===== src/rtl/word_xform_fifo.sv =====
// word_xform_fifo: per-word transform (pass / invert / bit-reverse / popcount)
// feeding a DEPTH-entry output FIFO, with a running count of accepted words.
//
// Handshake rules (both sides): a transfer happens at a rising edge where
// valid && ready are both high. in_ready depends only on registered level, so
// there is no combinational path from out_ready to in_ready. A full FIFO
// never accepts, even when a pop happens in the same cycle. out_ready while
// empty is ignored.
module word_xform_fifo #(
  parameter int WIDTH = 8,
  parameter int DEPTH = 4,
  parameter int CNT_W = 16
) (
  input  logic                       clk,
  input  logic                       rst_n,
  input  logic                       in_valid,
  output logic                       in_ready,
  input  logic [WIDTH-1:0]           in_data,
  input  logic [1:0]                 in_mode,
  output logic                       out_valid,
  input  logic                       out_ready,
  output logic [WIDTH-1:0]           out_data,
  output logic [$clog2(DEPTH):0]     level,
  output logic [CNT_W-1:0]           word_count
);

  localparam int PW = $clog2(DEPTH);
  localparam int LW = PW + 1;

  localparam logic [1:0] MODE_PASS = 2'd0;
  localparam logic [1:0] MODE_INV  = 2'd1;
  localparam logic [1:0] MODE_REV  = 2'd2;
  localparam logic [1:0] MODE_POP  = 2'd3;

  logic [WIDTH-1:0] mem_q [DEPTH];
  logic [PW-1:0]    wr_ptr_q, wr_ptr_d;
  logic [PW-1:0]    rd_ptr_q, rd_ptr_d;
  logic [LW-1:0]    level_q, level_d;
  logic [CNT_W-1:0] count_q, count_d;
  logic [WIDTH-1:0] xform_d;
  logic             push, pop;

  assign in_ready   = (level_q < LW'(DEPTH));
  assign out_valid  = (level_q != '0);
  assign push       = in_valid && in_ready;
  assign pop        = out_valid && out_ready;
  assign out_data   = mem_q[rd_ptr_q];
  assign level      = level_q;
  assign word_count = count_q;

  // Transform the offered word according to its mode; only used on accept.
  always_comb begin
    xform_d = '0;
    unique case (in_mode)
      MODE_PASS: xform_d = in_data;
      MODE_INV:  xform_d = ~in_data;
      MODE_REV: begin
        for (int i = 0; i < WIDTH; i++) xform_d[i] = in_data[WIDTH-1-i];
      end
      MODE_POP: begin
        // The count fits in WIDTH bits for WIDTH >= 2, so a WIDTH-wide sum is exact.
        for (int i = 0; i < WIDTH; i++) xform_d = xform_d + WIDTH'(in_data[i]);
      end
      default: xform_d = in_data;
    endcase
  end

  // Next-state for pointers, occupancy and accepted-word counter.
  always_comb begin
    wr_ptr_d = wr_ptr_q;
    rd_ptr_d = rd_ptr_q;
    level_d  = level_q;
    count_d  = count_q;
    if (push) begin
      wr_ptr_d = wr_ptr_q + PW'(1);
      count_d  = count_q + CNT_W'(1);
    end
    if (pop) rd_ptr_d = rd_ptr_q + PW'(1);
    case ({push, pop})
      2'b10:   level_d = level_q + LW'(1);
      2'b01:   level_d = level_q - LW'(1);
      default: level_d = level_q;
    endcase
  end

  // Control state register; reset empties the queue and clears the counter.
  always_ff @(posedge clk or negedge rst_n) begin
    if (!rst_n) begin
      wr_ptr_q <= '0;
      rd_ptr_q <= '0;
      level_q  <= '0;
      count_q  <= '0;
    end else begin
      wr_ptr_q <= wr_ptr_d;
      rd_ptr_q <= rd_ptr_d;
      level_q  <= level_d;
      count_q  <= count_d;
    end
  end

  // Storage array: written on accept, deliberately not reset.
  always_ff @(posedge clk) begin
    if (push) mem_q[wr_ptr_q] <= xform_d;
  end

endmodule

===== config.mk =====
export PLATFORM = sky130hd
export DESIGN_NAME = word_xform_fifo
export DESIGN_NICKNAME = d
export VERILOG_FILES = /design/src/rtl/word_xform_fifo.sv
export SDC_FILE = /design/constraint.sdc
export NUM_CORES = 1
export LEC_CHECK = 0
export ABC_CLOCK_PERIOD_IN_PS = 2100
export BUFFER_PORTS_ARGS = -buffer_cell sky130_fd_sc_hd__clkbuf_2
export CAP_MARGIN = 20
export CELL_PAD_IN_SITES_DETAIL_PLACEMENT = 1
export CELL_PAD_IN_SITES_GLOBAL_PLACEMENT = 1
export CORE_MARGIN = 4
export CORE_UTILIZATION = 46
export DETAILED_ROUTE_END_ITERATION = 12
export PLACE_DENSITY_LB_ADDON = 0.1
export SYNTH_ARGS = -nofsm -noshare
export SYNTH_HDL_FRONTEND = slang
export SYNTH_SLANG_ARGS = --single-unit

===== constraint.sdc =====
create_clock -name clk -period 2.1 [get_ports clk]
set_input_delay 0.315 -clock clk [delete_from_list [all_inputs] [get_ports clk]]
set_output_delay 0.315 -clock clk [all_outputs]
set_load 0.05 [all_outputs]

## Word-level counts from Yosys, hierarchy flattened

Memories as Yosys holds them, arrays and structs flattened.
Cells that the tools add are included.

- Register bits after elaboration: 23
- Memory bits (writable): 32
- Input port bits: 14
- Output and inout port bits: 29
- Memories kept: 1

- Add/sub/neg operators: 12
- $lt $le $gt $ge: 1
- Equal/unequal tests: 5
- Mux-type cells: 4
- Bitwise gates (word level): 1
- Reduce and logical (&&, ||, !) cells: 5

Memory list:

| name | depth | bits a word | read ports | clocked after memory_dff | write ports | line | source |
|---|---|---|---|---|---|---|---|
| mem_q | 4 | 8 | 1 | 0 | 1 | 35 | `logic [WIDTH-1:0] mem_q [DEPTH];` |

Operators by type and width:

| kind | count |
|---|---|
| case mux 8 bit (4 select lines) | 1 |
| adder 16 x 1 -> 16 bit, second input constant | 1 |
| adder 7 x 1 -> 8 bit | 1 |
| NOT 8 bit | 1 |
| adder 6 x 1 -> 7 bit | 1 |
| adder 5 x 1 -> 6 bit | 1 |
| equality test 2 bit, second input constant | 3 |
| case mux 3 bit (2 select lines) | 1 |
| adder 4 x 1 -> 5 bit | 1 |
| adder 2 x 1 -> 2 bit, second input constant | 2 |
| adder 3 x 1 -> 4 bit | 1 |
| equality test 2 x 1 -> 1 bit, second input constant | 2 |
| adder 2 x 1 -> 3 bit | 1 |
| adder 3 x 1 -> 3 bit, second input constant | 1 |
| less-than comparator 3 bit, second input constant | 1 |
| nonzero test 3 bit | 1 |
| subtractor 3 x 1 -> 3 bit, second input constant | 1 |
| adder 1 x 1 -> 2 bit | 1 |
| logical AND 1 bit | 2 |
| logical NOT 2 bit | 1 |
| two-way mux 1 bit | 2 |
| nonzero test 2 bit | 1 |

## Logic depth before layout (Yosys ltp)

Gate-level depths: netlist of run 1.

- Depth in word-level cells: 8
- Gate-level depth with buffers: 11

## Least setup slack after synthesis of run 1

Ideal clock, no wire load.

- Kind: input to register
- Start: in in_data[0]
- End: mem mem_q[0][2], data pin
- Arrival: 2789 ps
- Data required time: 1808 ps
- Path slack: -981 ps
- Stages on the path: 11
- Buffers on the path: 0
- Path through: inv_1 fa_1 fa_1 fa_1 inv_1 ha_1 fa_1 xnor2_1 mux2i_1 nand2_1 o21ai_0

- Cells in the longest elaborated chain, start to end: 8

Ends and longest elaborated chain:

| element | line | source |
|---|---|---|
| start, declared | 18 | `input logic [WIDTH-1:0] in_data,` |
| adder 1 x 1 -> 2 bit | 62 | `for (int i = 0; i < WIDTH; i++) xform_d = xform_d + WIDTH'(in_data[i]);` |
| adder 2 x 1 -> 3 bit | 62 |  |
| adder 3 x 1 -> 4 bit | 62 |  |
| adder 4 x 1 -> 5 bit | 62 |  |
| adder 5 x 1 -> 6 bit | 62 |  |
| adder 6 x 1 -> 7 bit | 62 |  |
| adder 7 x 1 -> 8 bit | 62 |  |
| case mux 8 bit (4 select lines) | 54 | `unique case (in_mode)` |
| named net xform_d[2] | 40 | `logic [WIDTH-1:0] xform_d;` |
| end, declared | 35 |  |

The timed path passes the listed nets, and every way through them passes these cells.

## Final worst setup path of run 1

Ends and elaborated chain as after synthesis.

==> metrics.cfg, run 1 <==
[status]
outcome = finished, violations left
violations = negative setup slack

[synth]
synth_area_leader_cell = edfxtp_1
synth_edf_count = 32
yosysSeqAreaShare_pct = 58.34
yosysMostFrequentCell = edfxtp_1
ys_types = 35
synth_area_sq_um = 2634
ys_ff_latch = 55
yosys_warnings = 0
syn_avg_cell_area_sq_um = 14.08
ys.flop_type = edfxtp_1
synth-async-reset-ratio_pct = 41.82
synth_common_cells = 32 x edfxtp_1, 23 x dfrtp_1, 18 x inv_1
synth.top_cells.by_area = edfxtp_1 36%, dfrtp_1 22%, mux4_2 6.8%
synthesis.instances = 187
synth_top_cell_area_share_pct = 36.48
synth_nets = 215

[timing]
fin_crit_sh_pct = 135.4
maxSlewViolCount = 0
period_minus_slack_ps = 2843
finalSetupViolCount = 16
tightest_slew_ps = 609.2
slew-limit-headroom_pct = 59.39
hold_slack_ps = 9.468
timing.fmax_mhz = 351.7
setup_ws_ps = -743.1
rsz0062_at_grt = true
clock_skew_ps = 6.888
hold_viol_final = 0

[placement]
dp.cells = 305
gp_congestion = 0.7806
placement.io_buffers = 42
post-dp-hpwl_mm = 4.118

[critical_path]
reg2reg_to = level[2]
cp_cell_sequence = buf_8 > inv_6 > fa_1 > fa_1 > fa_1 > inv_2 > ha_4 > fa_2 > xnor2_1 > mux2i_1 > nand2_1 > o21ai_2
crit_slowest_cell = fa_1
max_stage_delay_ps = 550
critPathKind = in2reg
cpMostUsedCell = fa_1
r2r-start = level[2]
crit_fanout = 4
r2r_slack_ps = 150
endpoint_kind = flip-flop
startpoint_type = input port
reg2reg_depth = 8
crit_arrival_ps = 2880
required_ps = 2140

[clock_tree]
cts_tree = done
ctsHoldBuffers = 0
clk_pin_slew_ps = 100
clk-insertion-delay-late_ps = 300
root_buffer = clkbuf_8
cts_buffers = 5
htree_levels = 2
ctsLongestPathBuffers = 2
cts_sinks = 55

[global_routing]
grt.total_usage_pct = 16.73
grt_pass1_wl_mm = 9.197
grt_max_degree = 24
overflow = 0
antenna_found_initial = 0
grt_pass1_vias = 1805

[final_layout]
nNetsFinal = 270
diodes = 0
drive_above_1_share_pct = 38.27
fin_cells = 315
final_util_pct = 56.80
fill_cells = 587
area_growth_pct = 19.48

[min_path]
hp-class = in2async

[job]
drv_cap = 0

[die]
die_w_um = 83.67
die_h_um = 83.67
die_area_sq_um = 7000
core_area_sq_um = 5540
io_pins = 43
start_util_pct = 47.54
core.rowCount = 27

[detailed_routing]
drtIter0Drc = 24
wl_per_cell_um = 16.80
detail_route.vias_per_cell = 5.156
drc = 0
vias = 1624
dr.pass1.iters = 4
ant_nets = 0
drt-total-wl_mm = 5.293

[pwr]
power.leakage_nw = 1.367
total_power_mw = 4.006
ir_drop_mv = 0.9858
p_per_area_nw_per_um2 = 1273

-- flip-flops by register name, indices dropped and copies added, names as in the netlist --
name	cells
mem_q	32
rd_ptr_q	2
word_count	16
level	3
wr_ptr_q	2
-- worst max path at each step --
stage                     depth (start not counted)     endpoint       start
after global placement                           12  mem_q[0][2]  in_data[3]
after CTS                                        12  mem_q[0][2]  in_data[0]
after global routing                             12  mem_q[0][2]  in_data[0]
after floorplan                                  11  mem_q[0][2]  in_data[3]
after detailed placement                         10  mem_q[1][1]  in_data[3]
final                                            12  mem_q[0][2]  in_data[0]
-- layer usage --
| metal | up-vias | share of wire [%] | global-route usage, % |
|---|---|---|---|
| met5 | - | 0 | 0 |
| met2 | 28 | 54 | 30.08 |
| met1 | 824 | 42 | 20.71 |
| met3 | 6 | 3.2 | 3.554 |
| met4 | 0 | 0.91 | 3.509 |
| li1 | 766 | - | - |
-- where the power goes --
part / internal [mW] / switching, mW / total (mW)
Sequential: 1.39 / 0.188 / 1.58
Clock: 0.235 / 0.325 / 0.560
Combinational: 0.621 / 1.25 / 1.87
-- critical path, delay by kind of cell --
kind / cells / cell delay (ps)
muxes: 1 / 90
adders and majority gates: 5 / 1980
and+or+nand+nor: 1 / 100
xor gates and xnor gates: 1 / 150
AOI/OAI and AO/OA: 1 / 80
buffers and inverters: 3 / 160
-- cells in the final DEF (no fill, tap or decap), types with 2 or more instances in the layout --
master and n:
edfxtp_1 32, and2_1 4, clkbuf_8 5, nand2_1 6, clkbuf_2 39, xor2_1 7, mux2i_1 7, o22ai_1 4
inv_1 14, dfrtp_2 3, a21oi_2 4, buf_4 13, xnor2_1 15, nand4_1 4, nor2_2 2, fa_1 4
a211oi_1 3, dfrtp_1 20, nor2_1 7, ha_1 8, nand3_1 2, inv_2 2, a21oi_1 2, mux4_2 8
and3_1 5
-- area by class of cell --
type | count | area [sq um] | share of cell area, %
sequential | 55 | 1540 | 48.95
multi-input combinational | 108 | 1033 | 32.84
timing repair buffer | 54 | 319.1 | 10.14
tap | 72 | 90.09 | 2.863
inverter | 18 | 80.08 | 2.545
clock buffer | 6 | 72.57 | 2.306
clock inverter | 2 | 11.26 | 0.3579
-- logic make-up (layout without fill, tap and decap cells) --
| logic type | Yosys count | count (layout) | synth area share, % |
|---|---|---|---|
| DFF | 55 | 55 | 58.34 |
| adders and majority gates | 14 | 14 | 8.076 |
| buffers and inverters | 24 | 80 | 3.705 |
| AOI/OAI and AO/OA | 16 | 16 | 3.658 |
| and+or+nand+nor | 40 | 40 | 8.979 |
| muxes | 16 | 16 | 9.929 |
| xor gates and xnor gates | 22 | 22 | 7.316 |
-- per-stage QoR --
stage,setup TNS (ps),setup WS (ps),area (sq um)
floorplan,-10540,-834.4,2654
global placement,-15110,-1065,2999
finish,-9034,-743.1,3147
detailed placement,-16690,-1251,2999
CTS,-9534,-775.0,3122
global route,-10170,-825.9,3147
-- timing repair --
action | in CTS | in global routing
setup buffers | 1 | 2
cloned | 0 | 0
gates resized for setup | 10 | 6
pin swaps | 7 | 2
endpoints found under the setup margin | 16 | 17
No activity file was read; power rests on OpenSTA's default activity.
==> inputs of run 2 (changes only) <==
- CORE_ASPECT_RATIO: default -> 0.75
- MAX_ROUTING_LAYER: default -> met4
- TNS_END_PERCENT: default -> 30
==> run 2 against run 1 <==
Compared with the run above:
- the flow still finishes with violations (negative setup slack)
- hold slack gained 340 ps
- register-to-register slack hardly changed
- design area barely moved
==> metrics.cfg, run 2 (same netlist as run 1, synthesis figures left out) <==
[critical_path]
crit_slowest_cell = fa_1
critPathTopFamily = adder cells
required_ps = 2140  ; about the same
crit_fanout = 4  ; unchanged
startpoint_type = input port
crit_arrival_ps = 2920  ; +40 ps
max_stage_delay_ps = 550  ; about the same
cp_cell_sequence = clkbuf_16 > inv_8 > fa_1 > fa_1 > fa_1 > inv_2 > ha_4 > fa_2 > xnor2_2 > mux2i_1 > nand2_1 > o21ai_2
endpoint_kind = flip-flop
worst-path-buf-inv = 3  ; unchanged
cpMostUsedCell = fa_1
critPathKind = in2reg

[status]
outcome = finished, violations left
violations = negative setup slack

[die]
core.rowCount = 23  ; -15%
core_area_sq_um = 5439  ; -1.8%
die_w_um = 95.38  ; +14%
die_area_sq_um = 7013  ; +0.19%
start_util_pct = 48.42  ; +0.89 points
io_pins = 43  ; unchanged
die_h_um = 73.53  ; -12%

[min_path]
hp-class = in2reg

[clock_tree]
cts_tree = done
cts_buffers = 5  ; unchanged
cts_sinks = 55  ; unchanged
clk-insertion-delay-late_ps = 310  ; about the same
ctsLongestPathBuffers = 2  ; unchanged
clk_pin_slew_ps = 100  ; about the same
root_buffer = clkbuf_8
htree_levels = 2  ; unchanged

[final_layout]
largest_reg_flops = 32  ; unchanged
diodes = 0  ; unchanged
post-route-cell-area_sq_um = 3149  ; about the same
area_growth_pct = 19.57  ; about the same
layout_commonest_cell = clkbuf_2
final_util_pct = 57.90  ; +1.1 points
most-common-layout-cells = 40 x clkbuf_2, 32 x edfxtp_1, 22 x dfrtp_1
largest_register = mem_q
drive_above_1_share_pct = 35.54  ; -2.7 points
nNetsFinal = 269  ; -0.37%

[global_routing]
grt.total_usage_pct = 17.84  ; +1.1 points
grt_pass1_wl_mm = 9.011  ; -2.0%
antenna_found_initial = 0  ; unchanged
grt_pass1_vias = 1750  ; -3.0%
grt_max_degree = 24  ; unchanged
overflow = 0  ; unchanged

[detailed_routing]
dr.pass1.iters = 4  ; unchanged
drtIter0Drc = 50  ; +110%
vias = 1602  ; -1.4%
detail_route.vias_per_cell = 5.054  ; -2.0%
wl_per_cell_um = 17.05  ; +1.5%
drc = 0  ; unchanged
drt-total-wl_mm = 5.404  ; +2.1%
ant_nets = 0  ; unchanged

[timing]
tightest_slew_ps = 558.4  ; -50.78 ps
slew-limit-headroom_pct = 62.77  ; +3.4 points
finalSetupViolCount = 16  ; unchanged
fin_crit_sh_pct = 136.8  ; +1.4 points
rsz0062_at_grt = true
maxSlewViolCount = 0  ; unchanged
timing.fmax_mhz = 348.0  ; -1.1%
clock_skew_ps = 8.533  ; +1.644 ps
period_minus_slack_ps = 2873  ; +30.24 ps
setup_ws_ps = -773.3  ; -30.24 ps
hold_viol_final = 0  ; unchanged

[placement]
dp_slack_ps = -1218  ; +32.65 ps
placement.io_buffers = 42  ; unchanged
post-dp-hpwl_mm = 4.206  ; +2.1%
dpl_cell_area_sq_um = 2992  ; -0.25%
gp_congestion = 0.8181  ; +4.8%

[pwr]
p_per_area_nw_per_um2 = 1275  ; +0.15%
power.leakage_nw = 1.370  ; +0.19%
ir_drop_mv = 0.8913  ; -9.6%

[job]
drv_cap = 0  ; unchanged

==> run 2: cell count changes in the layout (fill, tap and decap cells not counted), sizes merged <==
cell / before / now
clkinvlp: 0 / 1
clkinv: 1 / 0
dlygate4sd3: 0 / 1
clkbuf: 45 / 48
buf: 15 / 10
==> run 2: through the flow <==
stage	setup TNS, ps	hold slack [ps]	total power, mW	cells
finish	-10180	348.9	4.015	317
floorplan	-10800	19.41	2.996	187
global route	-11820	348.0	4.265	317
CTS	-10440	342.5	4.061	317
global placement	-15310	317.8	3.364	307
detailed placement	-17240	338.2	3.461	307
==> run 2: layout make-up <==
cell class                      instances  area [sq um]
Sequential cell                        55          1538
Inverter                               18         75.07
Clock inverter                          2         16.27
Multi-Input combinational cell        108          1030
Fill cell                             561          2290
Timing Repair Buffer                   53         324.1
Tap cell                               75         93.84
Clock buffer                            6         72.57
==> run 2: worst min-delay path, stage by stage <==
cell and delay, ps:
clkbuf_2 70, and2_4 160, xor2_1 70
==> run 2: worst paths after layout <==
kind / start / to / slack, ps / depth (start not counted)
setup / recovery: in_data[3] / mem_q[2][2] / -770 / 12
setup reg to reg: level[2] / level[2] / 150 / 8
hold / removal: out_ready / rd_ptr_q[0] / 350 / 3
min in group asynchronous: rst_n / word_count[15] / 530 / 2
max in group asynchronous: rst_n / level[2] / 1160 / 2
hold reg to reg: word_count[15] / word_count[15] / 470 / 1
==> run 2: layer usage <==
| metal | wire [um] | global-route usage [%] |
|---|---|---|
| met1 | 2547 | 24.00 |
| met2 | 2637 | 28.39 |
| met3 | 166 | 3.378 |
| met4 | 52 | 4.259 |
| met5 | 0 | - |
==> run 2: repair_timing <==
| item | 4_1_cts | 5_1_grt |
|---|---|---|
| hold buffers | 1 | 0 |
| gates resized for setup | 7 | 3 |
| hold endpoints to repair | 23 | 0 |
| pin swaps | 1 | 1 |
| setup buffers | 1 | 0 |
| setup endpoints to repair | 16 | 17 |
==> run 2: power by group <==
group          internal [mW]  switching, mW  total, mW
Combinational          0.608           1.25       1.86
Clock                  0.240          0.347      0.587
Sequential              1.39          0.186       1.57
